`config.mk`:
```
export PLATFORM = sky130hd
export DESIGN_NAME = temp_disp_ctrl
export DESIGN_NICKNAME = d
export VERILOG_FILES = /design/src/rtl/temp_disp_ctrl.sv
export SDC_FILE = /design/constraint.sdc
export NUM_CORES = 1
export LEC_CHECK = 0
export BUFFER_PORTS_ARGS = -buffer_cell sky130_fd_sc_hd__buf_2
export CORE_MARGIN = 2
export CORE_UTILIZATION = 57
export DETAILED_ROUTE_END_ITERATION = 16
export GPL_TIMING_DRIVEN = 0
export PLACE_DENSITY = 0.76
export SYNTH_ARGS = -nofsm -noshare
export SYNTH_HDL_FRONTEND = slang
export SYNTH_SLANG_ARGS = --single-unit
```
`constraint.sdc`:
```
create_clock -name SYSCLK -period 2.41 [get_ports SYSCLK]
set_input_delay 0.482 -clock SYSCLK [delete_from_list [all_inputs] [get_ports SYSCLK]]
set_output_delay 0.482 -clock SYSCLK [all_outputs]
set_load 0.01 [all_outputs]
```
`src/rtl/temp_disp_ctrl.sv`:
```
// Strobed signed-byte to 3-digit 7-segment display: 7-cycle double-dabble, commit 8 cycles after the strobe.
// Strobes arriving while busy are dropped; the digit scan free-runs, changing an/seg every REFRESH_DIV cycles.
module temp_disp_ctrl #(
  parameter int REFRESH_DIV = 4
) (
  input  logic       SYSCLK,
  input  logic       RSTN,
  input  logic       sample_valid,
  input  logic [7:0] sample,
  output logic       busy,
  output logic       done,
  output logic       ovr,
  output logic [2:0] an,
  output logic [6:0] seg
);

  localparam logic [1:0]  IDLE = 2'd0;
  localparam logic [1:0]  CONV = 2'd1;
  localparam logic [1:0]  DONE = 2'd2;
  localparam logic [15:0] RMAX = 16'(REFRESH_DIV - 1);

  logic [1:0]  state;
  logic [6:0]  mag_r;
  logic        sign_r;
  logic [11:0] bcd_r;
  logic [2:0]  it;
  logic [10:0] bcd_adj;
  logic        clamp;

  logic [3:0]  disp_h, disp_t, disp_o;
  logic        disp_neg;

  logic [15:0] rcnt;
  logic [1:0]  didx, nxt_idx;
  logic [2:0]  nxt_an;
  logic [6:0]  nxt_seg;

  function automatic logic [3:0] add3(input logic [3:0] n);
    return (n >= 4'd5) ? n + 4'd3 : n;
  endfunction

  function automatic logic [6:0] seg7(input logic [3:0] d);
    case (d)
      4'd0:    return 7'h3F;
      4'd1:    return 7'h06;
      4'd2:    return 7'h5B;
      4'd3:    return 7'h4F;
      4'd4:    return 7'h66;
      4'd5:    return 7'h6D;
      4'd6:    return 7'h7D;
      4'd7:    return 7'h07;
      4'd8:    return 7'h7F;
      4'd9:    return 7'h6F;
      default: return 7'h00;
    endcase
  endfunction

  // Before the final shift the value is at most 63, so the hundreds nibble never needs adjusting.
  assign bcd_adj = {bcd_r[10:8], add3(bcd_r[7:4]), add3(bcd_r[3:0])};
  assign clamp   = sign_r && (bcd_r[11:8] != 4'd0);

  always_ff @(posedge SYSCLK or negedge RSTN) begin
    if (!RSTN) begin
      state    <= IDLE;
      mag_r    <= '0;
      sign_r   <= 1'b0;
      bcd_r    <= '0;
      it       <= '0;
      busy     <= 1'b0;
      done     <= 1'b0;
      ovr      <= 1'b0;
      disp_h   <= '0;
      disp_t   <= '0;
      disp_o   <= '0;
      disp_neg <= 1'b0;
    end else begin
      done <= 1'b0;
      case (state)
        IDLE: begin
          if (sample_valid) begin
            mag_r  <= sample[6:0];
            sign_r <= sample[7];
            bcd_r  <= '0;
            it     <= '0;
            busy   <= 1'b1;
            state  <= CONV;
          end
        end
        CONV: begin
          {bcd_r, mag_r} <= {bcd_adj, mag_r, 1'b0};
          it <= it + 3'd1;
          if (it == 3'd6) state <= DONE;
        end
        DONE: begin
          if (clamp) begin
            disp_h   <= 4'd0;
            disp_t   <= 4'd9;
            disp_o   <= 4'd9;
            disp_neg <= 1'b1;
            ovr      <= 1'b1;
          end else begin
            disp_h   <= bcd_r[11:8];
            disp_t   <= bcd_r[7:4];
            disp_o   <= bcd_r[3:0];
            disp_neg <= sign_r && (bcd_r != 12'd0);
            ovr      <= 1'b0;
          end
          done  <= 1'b1;
          busy  <= 1'b0;
          state <= IDLE;
        end
        default: state <= IDLE;
      endcase
    end
  end

  // Pattern for the digit about to be selected, loaded together with its anode.
  always_comb begin
    nxt_idx = (didx == 2'd2) ? 2'd0 : didx + 2'd1;
    nxt_an  = 3'b001;
    nxt_seg = 7'h00;
    case (nxt_idx)
      2'd0: begin
        nxt_an  = 3'b001;
        nxt_seg = seg7(disp_o);
      end
      2'd1: begin
        nxt_an  = 3'b010;
        nxt_seg = (disp_h == 4'd0 && disp_t == 4'd0) ? 7'h00 : seg7(disp_t);
      end
      default: begin
        nxt_an  = 3'b100;
        nxt_seg = disp_neg ? 7'h40 : ((disp_h == 4'd1) ? 7'h06 : 7'h00);
      end
    endcase
  end

  always_ff @(posedge SYSCLK or negedge RSTN) begin
    if (!RSTN) begin
      rcnt <= '0;
      didx <= 2'd0;
      an   <= 3'b001;
      seg  <= 7'h3F;
    end else if (rcnt == RMAX) begin
      rcnt <= '0;
      didx <= nxt_idx;
      an   <= nxt_an;
      seg  <= nxt_seg;
    end else begin
      rcnt <= rcnt + 16'd1;
    end
  end

endmodule

```
# Word-level counts from Yosys, hierarchy flattened
# Memories as Yosys holds them, arrays and structs flattened.
# Index checks and enable logic that the tools add are counted.
# word_totals
ff_bits	69
rom_bits	224
input_bits	11
out_inout_bits	13
wordCells	75
memories	2
# classes
n_addsub	5
magnitude_cmp	2
n_eq_ne	9
n_mux	26
reduce_logical	15
# memory_table
name	words	word_bits	read_ports	rd_clocked_by_memory_dff	write_ports	line	text
(no name shown)	16	7	1	0	0	43	case (d)
(no name shown)	16	7	1	0	0	43	
# op_table
op	count
case mux 7 bit (2 select lines)	2
case mux 12 bit (2 select lines)	1
two-way mux 7 bit	3
two-way mux 4 bit	5
adder 16 x 1 -> 16 bit (second input constant)	1
equality test 16 x 2 -> 1 bit (second input constant)	1
two-way mux 16 bit	1
two-way mux 12 bit	1
case mux 3 bit (2 select lines)	2
nonzero test 12 bit	1
adder 4 x 2 -> 4 bit (second input constant)	2
greater-or-equal comparator 4 x 3 -> 1 bit (second input constant)	2
logical NOT 4 bit	2
AND reduction 2 bit	4
two-way mux 2 bit	3
two-way mux 3 bit	2
equality test 2 x 1 -> 1 bit (second input constant)	2
equality test 2 bit (second input constant)	2
equality test 4 x 1 -> 1 bit (second input constant)	1
logical NOT 2 bit	2
two-way mux 1 bit	4
inequality test 2 bit (second input constant)	2
case mux 2 bit (2 select lines)	1
nonzero test 2 bit	2
other kinds (6)	8

# Logic depth before layout (Yosys ltp)
# Gate-level depths: netlist (run 1).
# logic_depth
word_depth	4
ltp_mapped	7
mapped_depth_nobuf	7

# Worst setup path before layout (run 1)
# Ideal clock, no wire load.
# synth_path
path_kind	reg-to-reg
start	reg disp_t[1]
end	reg seg[6]
setup_time_ns	0.129
arrival_ns	1.634
t_required_ns	2.281
path_slack_ns	0.647
path_stages_with_launch	8
synth_period_minus_slack_ns	1.763
path_cell_list	dfrtp_1 > inv_1 > ha_1 > or4b_1 > o211ai_2 > a21oi_2 > a221oi_2 > o21ai_1
# synth_via
elab_chain_len	4
elab_cells_between_ends	5
cone_classes	mux (2); reduce/logical (2); memory (1)
# synth_lines
item	line	text
start, declared	30	logic [3:0] disp_h, disp_t, disp_o;
start signal, assigned	103	disp_t <= bcd_r[7:4];
parallel branches: the longest is 2 deep, another holds memory read (16 x 7 bit)	--	
two-way mux 7 bit (*)	129	nxt_seg = (disp_h == 4'd0 && disp_t == 4'd0) ? 7'h00 : seg7(disp_t);
case mux 7 bit (2 select lines) (*)	122	case (nxt_idx)
end signal, assigned	148	seg <= nxt_seg;
end, declared	14	output logic [6:0] seg
# Every way passes the cells marked *.
# A chain may end at the register's enable or synchronous reset.

# Worst setup path in the final report (run 1)
# Same ends and word-level chain as after synthesis.

==> results of run 1 <==
[power by group through the flow]
| stage | clock network, W | registers, W | logic [W] |
|---|---|---|---|
| after floorplan | 0 | 0.00167 | 0.000965 |
| after global placement | 0 | 0.00169 | 0.00124 |
| after detailed placement | 0 | 0.00170 | 0.00129 |
| after CTS | 0.00108 | 0.00168 | 0.00130 |
| after global routing | 0.00112 | 0.00173 | 0.00148 |
| final | 0.00105 | 0.00169 | 0.00129 |
[worst max-delay path by stage]
stage	start	endpoint	slack, ns	cells after the start
global route	disp_t[1]	seg[6]	0.29	7
CTS	disp_t[1]	seg[6]	0.44	7
finish	disp_t[1]	seg[6]	0.44	7
floorplan	disp_t[1]	seg[6]	0.65	7
global placement	disp_t[1]	seg[6]	0.48	7
detailed placement	disp_t[1]	seg[6]	0.44	7
[sequential cells by signal (all words and copies together) (netlist names)]
| name | count |
|---|---|
| bcd_r | 12 |
| didx | 1 |
| disp_t | 4 |
| disp_h | 4 |
| an | 3 |
| sign_r | 1 |
| disp_neg | 1 |
| it | 3 |
| busy | 1 |
| mag_r | 7 |
| done | 1 |
| ovr | 1 |
| seg | 7 |
| state | 2 |
| disp_o | 4 |
| rcnt | 16 |
[cell families (layout without fill, tap and decap cells)]
family                   Yosys count  after routing  synth area share [%]
AND/OR/NAND/NOR                  137            137                  19.7
adder cells (fa/ha/maj)           19             19                  6.83
XOR/XNOR                          17             17                  4.28
flip-flops                        68             68                  49.2
AO/OA/AOI/OAI                     80             80                  14.2
buffers and inverters             31             70                  4.03
multiplexers                       6              6                  1.83
[cell usage after synthesis, types with 4 or more instances]
master    instances
o21ai_0          26
nor3_1            8
xor2_1            4
o211ai_1          6
xnor2_1          13
buf_2             4
a22o_1            4
nand2b_1          8
o21ai_1           4
nand3_1          12
inv_1            14
nand4_1           5
a21oi_1          21
dfstp_2           7
nor2_1           22
ha_1             19
clkbuf_1          6
nor3b_1           7
nand3b_1          4
dfrtp_1          61
nand2_1          53
[metrics by stage]
| stage | utilization (%) | instances | instance area (um2) | hold slack (ns) |
|---|---|---|---|---|
| after floorplan | - | 358 | 3480 | 0.186 |
| after global placement | 62.3 | 456 | 3690 | 0.444 |
| after CTS | 66.1 | 472 | 3910 | 0.264 |
| final | 66.1 | 472 | 3910 | 0.236 |
| after global routing | 66.1 | 472 | 3910 | 0.321 |
| after detailed placement | 62.3 | 456 | 3690 | 0.448 |
[final cells by class]
class | instances | area share [%]
clock inverter | 7 | 2.53
inverter | 15 | 1.44
sequential | 68 | 43.7
timing repair buffer | 23 | 3.01
tap | 75 | 2.40
multi-input combinational | 259 | 41.6
clock buffer | 9 | 3.16
buffer | 16 | 2.14
[routing by layer]
metal	routed length [um]	vias up	track usage (%)	part of all wire [%]
met5	0	-	0	0
met4	99	0	11.2	1.5
met3	207	7	3.91	3.1
met2	3210	47	35.0	48
met1	3150	1257	28.7	47
li1	-	1312	-	-
[worst max-delay path, cell delays in order (launching register included)]
cell and delay, ns:
dfrtp_1 0.44, inv_1 0.14, ha_1 0.20, or4b_1 0.47, o211ai_2 0.26, a21oi_2 0.06
a221oi_2 0.19, o21ai_1 0.08
==> flow_metrics.py, run 1 <==
metrics = {
    "status": {
        "status": "complete, no violations",
    },
    "detailed_routing": {
        "dr.pass1.iters": 4,
        "routed_wl_um": 6670,
        "routedWlPerCell_um": 14.1,
        "vias_per_cell": 5.56,
        "ant_nets": 0,
        "drtIter0Drc": 165,
        "num_vias": 2623,
        "drc": 0,
    },
    "grt": {
        "grt_max_degree": 69,
        "grt_first_pass_wirelength_um": 11100,
        "antenna_found_initial": 0,
        "grt_use_total_pct": 21.9,
        "gr-total-overflow": 0,
        "first_global_vias": 2413,
    },
    "place": {
        "gp_congestion": 0.871,
        "io_buffers": 23,
        "pre_cts_slack_ns": 0.438,
        "dpl.hpwl_um": 4570,
    },
    "finish": {
        "nets": 422,
        "final_cell_mix": "61 x dfrtp_1, 53 x nand2_1, 26 x buf_2, 26 x o21ai_0, 22 x nor2_1",
        "insertedDiodeCount": 0,
        "multiInputGateArea_um2": 1630,
        "num-fill-cells": 479,
        "drive_gt1_share_pct": 15.9,
        "regArea_um2": 1710,
        "area_growth_syn_to_layout_pct": 12.5,
        "layout_commonest_cell": "dfrtp_1",
    },
    "die": {
        "start_util_pct": 58.8,
        "coreArea_um2": 5920,
        "die_y_um": 82.1,
        "dieArea_um2": 6750,
        "rows": 28,
        "die_w_um": 82.1,
        "io_pins": 24,
    },
    "critical_path": {
        "reg2reg_from": "disp_t[1]",
        "rr_worst_depth": 7,
        "required_ns": 2.63,
        "start_kind": "flip-flop",
        "worstPathMaxFanout": 6,
        "r2r_end": "seg[6]",
        "critPathCaptureType": "flip-flop",
        "worstPathArrival_ns": 2.19,
        "worstSetupPathType": "reg -> reg",
        "r2r_slack_ns": 0.44,
    },
    "sta": {
        "slew_headroom_pct": 44.9,
        "finalWorstSetupSlack_ns": 0.439,
        "fin_setup_tns_ns": 0,
        "rsz0062_at_grt": "false",
        "min_period_over_period_pct": 81.8,
        "fin_worst_skew_ns": 0.0111,
        "slew_viol_final": 0,
        "worst_slew_pin_slew_ns": 0.826,
        "finalCriticalPeriod_ns": 1.97,
        "hold_viol": 0,
        "finalSetupViolations": 0,
        "clock.fmax_ghz": 0.507,
    },
    "pwr": {
        "power.total_w": 0.00403,
        "seqPwrFrac_pct": 41.9,
        "p_leak_nw": 1.80,
        "power.internal_w": 0.00258,
        "p_sw_share_pct": 35.9,
        "comb_power_share_pct": 32.0,
        "p_switching_w": 0.00144,
        "clkPwrFrac_pct": 26.1,
        "power_density_nw_per_um2": 1030,
        "ir_drop_v": 0.000617,
    },
    "synthesis": {
        "synth_top_area_cell": "dfrtp_1",
        "synth.area.top_cells": "dfrtp_1 44%, ha_1 6.8%, nand2_1 5.7%",
        "ys.flop_type": "dfrtp_1",
        "netlist_instances": 358,
        "async_flop_share_pct": 100,
        "yosysSeqAreaShare_pct": 49.2,
        "synth_area_per_cell_um2": 9.72,
        "synth_fp_nets": 388,
        "yosys_register_bits": 68,
        "synth_area_um2": 3480,
        "synth_top_area_share_pct": 43.9,
        "ys_types": 51,
        "synth_edf_count": 0,
        "yosys_warnings": 0,
    },
    "cts": {
        "clk_latency_ns": 0.35,
        "holdBufCountCts": 0,
        "cts.clk_slew.worst_paths_ns": 0.08,
        "cts_tree": "done",
        "cts_buffers": 9,
        "root_buffer": "clkbuf_8",
        "htree_num_levels": 3,
        "clock-sinks": 68,
        "postCtsResizedCells": 0,
        "cts_buffer_depth": 2,
        "postCtsSetupBuffers": 0,
    },
    "min_path": {
        "holdCritPathClass": "in -> async",
    },
    "flow_run": {
        "drv_cap": 0,
    },
}
Note: power is estimated with default switching activity, not from simulation.
==> inputs of run 2 (changes only) <==
ABC_AREA = 1   (was not set)
CORE_UTILIZATION = 55   (was 57)
clock period = 1.8 ns   (was 2.41 ns; I/O delays follow)
==> run 2 against run 1 <==
  * Utilization decreased by 2.3 points
  * Clock power up 21%
  * Final area increased by 4.1%
  * Highest routed layer unchanged
==> flow_metrics.py, run 2 <==
metrics = {
    "die": {
        "dieArea_um2": 7320,
        "io_pins": 24,
        "rows": 29,
        "die_w_um": 85.5,
        "coreArea_um2": 6390,
        "die_y_um": 85.5,
        "start_util_pct": 57.2,
    },
    "detailed_routing": {
        "dr.pass1.iters": 4,
        "drtIter0Drc": 208,
        "routedWlPerCell_um": 12.6,
        "ant_nets": 0,
        "num_vias": 2978,
        "routed_wl_um": 7210,
        "vias_per_cell": 5.19,
        "drc": 0,
    },
    "cts": {
        "clock-sinks": 68,
        "postCtsResizedCells": 0,
        "root_buffer": "clkbuf_8",
        "cts_buffer_depth": 2,
        "cts.clk_slew.worst_paths_ns": 0.08,
        "cts_tree": "done",
        "postCtsSetupBuffers": 0,
        "cts_buffers": 9,
        "holdBufCountCts": 0,
        "htree_num_levels": 3,
        "clk_latency_ns": 0.34,
    },
    "synthesis": {
        "yosysSeqAreaShare_pct": 46.8,
        "synth_top_area_share_pct": 41.8,
        "ys_types": 30,
        "synth.area.top_cells": "dfrtp_1 42%, nand2_1 10%, inv_1 7.1%",
        "netlist_instances": 458,
        "ys.flop_type": "dfrtp_1",
        "yosys_register_bits": 68,
        "synth_top_area_cell": "dfrtp_1",
        "synth_fp_nets": 488,
        "synth_area_um2": 3660,
        "synth_edf_count": 0,
        "yosys_warnings": 0,
        "synth_area_per_cell_um2": 7.98,
        "async_flop_share_pct": 100,
        "synthMostInstantiatedCell": "nand2_1",
        "synth_commonest_cells": "100 x nand2_1, 69 x inv_1, 61 x dfrtp_1",
    },
    "sta": {
        "finalCriticalPeriod_ns": 1.56,
        "fin_hold_ws_ns": 0.128,
        "hold_viol": 0,
        "fin_worst_skew_ns": 0.00710,
        "finalSetupViolations": 0,
        "slew_viol_final": 0,
        "fin_setup_tns_ns": 0,
        "min_period_over_period_pct": 86.7,
        "clock.fmax_ghz": 0.641,
        "slew_headroom_pct": 44.2,
        "rsz0062_at_grt": "false",
        "worst_slew_pin_slew_ns": 0.838,
    },
    "min_path": {
        "holdCritPathClass": "in -> async",
    },
    "critical_path": {
        "required_ns": 2.06,
        "critPathCaptureType": "flip-flop",
        "rr_worst_depth": 7,
        "worstSetupPathType": "reg -> reg",
        "start_kind": "flip-flop",
        "r2r_slack_ns": 0.24,
        "worstPathMaxFanout": 9,
        "worstPathArrival_ns": 1.82,
    },
    "flow_run": {
        "drv_cap": 0,
    },
    "finish": {
        "num-fill-cells": 567,
        "reg.largest.list": "rcnt (16), bcd_r (12)",
        "multiInputGateArea_um2": 1610,
        "fin_util_pct": 63.8,
        "area_growth_syn_to_layout_pct": 11.4,
        "final_cell_mix": "100 x nand2_1, 69 x inv_1, 61 x dfrtp_1",
        "nets": 522,
        "regArea_um2": 1710,
        "layout_commonest_cell": "nand2_1",
        "largest_reg_flops": 16,
        "drive_gt1_share_pct": 13.9,
        "largest_register": "rcnt",
        "insertedDiodeCount": 0,
    },
    "pwr": {
        "ir_drop_v": 0.000890,
        "power_density_nw_per_um2": 1450,
        "p_leak_nw": 2.09,
    },
    "grt": {
        "gr-total-overflow": 0,
        "first_global_vias": 2809,
        "grt_max_degree": 69,
        "grt_first_pass_wirelength_um": 12600,
        "antenna_found_initial": 0,
        "grt_use_total_pct": 21.9,
    },
    "place": {
        "io_buffers": 23,
        "dpl.hpwl_um": 5270,
        "gp_congestion": 0.872,
    },
    "status": {
        "status": "complete, no violations",
    },
}
-- run 2: routing by layer --
layer / track usage, % / share of wire (%)
met1: 31.0 / 49
met2: 33.7 / 46
met3: 5.68 / 3.7
met4: 5.77 / 1.6
met5: 0 / 0
-- run 2: worst paths after layout --
| kind | startpoint | endpoint |
|---|---|---|
| setup / recovery | rcnt[9] | didx[1] |
| hold / removal | RSTN | done |
| setup reg to reg | rcnt[9] | didx[1] |
| hold reg to reg | rcnt[15] | rcnt[15] |
| max in group asynchronous | RSTN | bcd_r[3] |
| min in group SYSCLK | sample[0] | mag_r[0] |
-- run 2: cells by family (layout without fill, tap and decap cells) --
group | after synthesis | after routing | synth area share (%)
flip-flops | 68 | 68 | 46.8
adder cells (fa/ha/maj) | 19 | 19 | 6.50
buffers and inverters | 82 | 121 | 9.10
XOR/XNOR | 8 | 8 | 1.92
AO/OA/AOI/OAI | 66 | 66 | 10.3
AND/OR/NAND/NOR | 215 | 215 | 25.4
-- run 2: area by class of cell --
cell class / count / share of cell area, %
flip-flops and latches: 68 / 42.0
multi-input cells: 308 / 39.6
inverters: 75 / 6.97
clock buffers: 11 / 3.47
repair buffers: 23 / 2.89
well taps: 77 / 2.37
clock inverters: 5 / 1.51
plain buffers: 7 / 1.20
-- run 2: through the flow --
step / total power, W / setup WS (ns) / cells / instance area (um2)
2_1_floorplan: 0.00404 / 0.495 / 458 / 3660
4_1_cts: 0.00595 / 0.221 / 574 / 4070
5_1_grt: 0.00644 / 0.0857 / 574 / 4070
3_5_place_dp: 0.00466 / 0.259 / 558 / 3870
3_3_place_gp: 0.00455 / 0.0636 / 558 / 3870
6_report: 0.00591 / 0.240 / 574 / 4070
-- run 2: critical path, cell delays in order, from the launching register on --
cell	delay, ns
dfrtp_1	0.41
inv_1	0.16
nand3_1	0.10
nor2_1	0.27
nand2_2	0.20
inv_2	0.17
nand2_1	0.08
o21ai_0	0.08
-- run 2: where the power goes --
part / internal (W) / switching, W / leakage [nW]
combinational: 0.000842 / 0.00147 / 1.15
sequential: 0.00203 / 0.000298 / 0.846
clock: 0.000680 / 0.000591 / 0.0918
total: 0.00355 / 0.00236 / 2.09
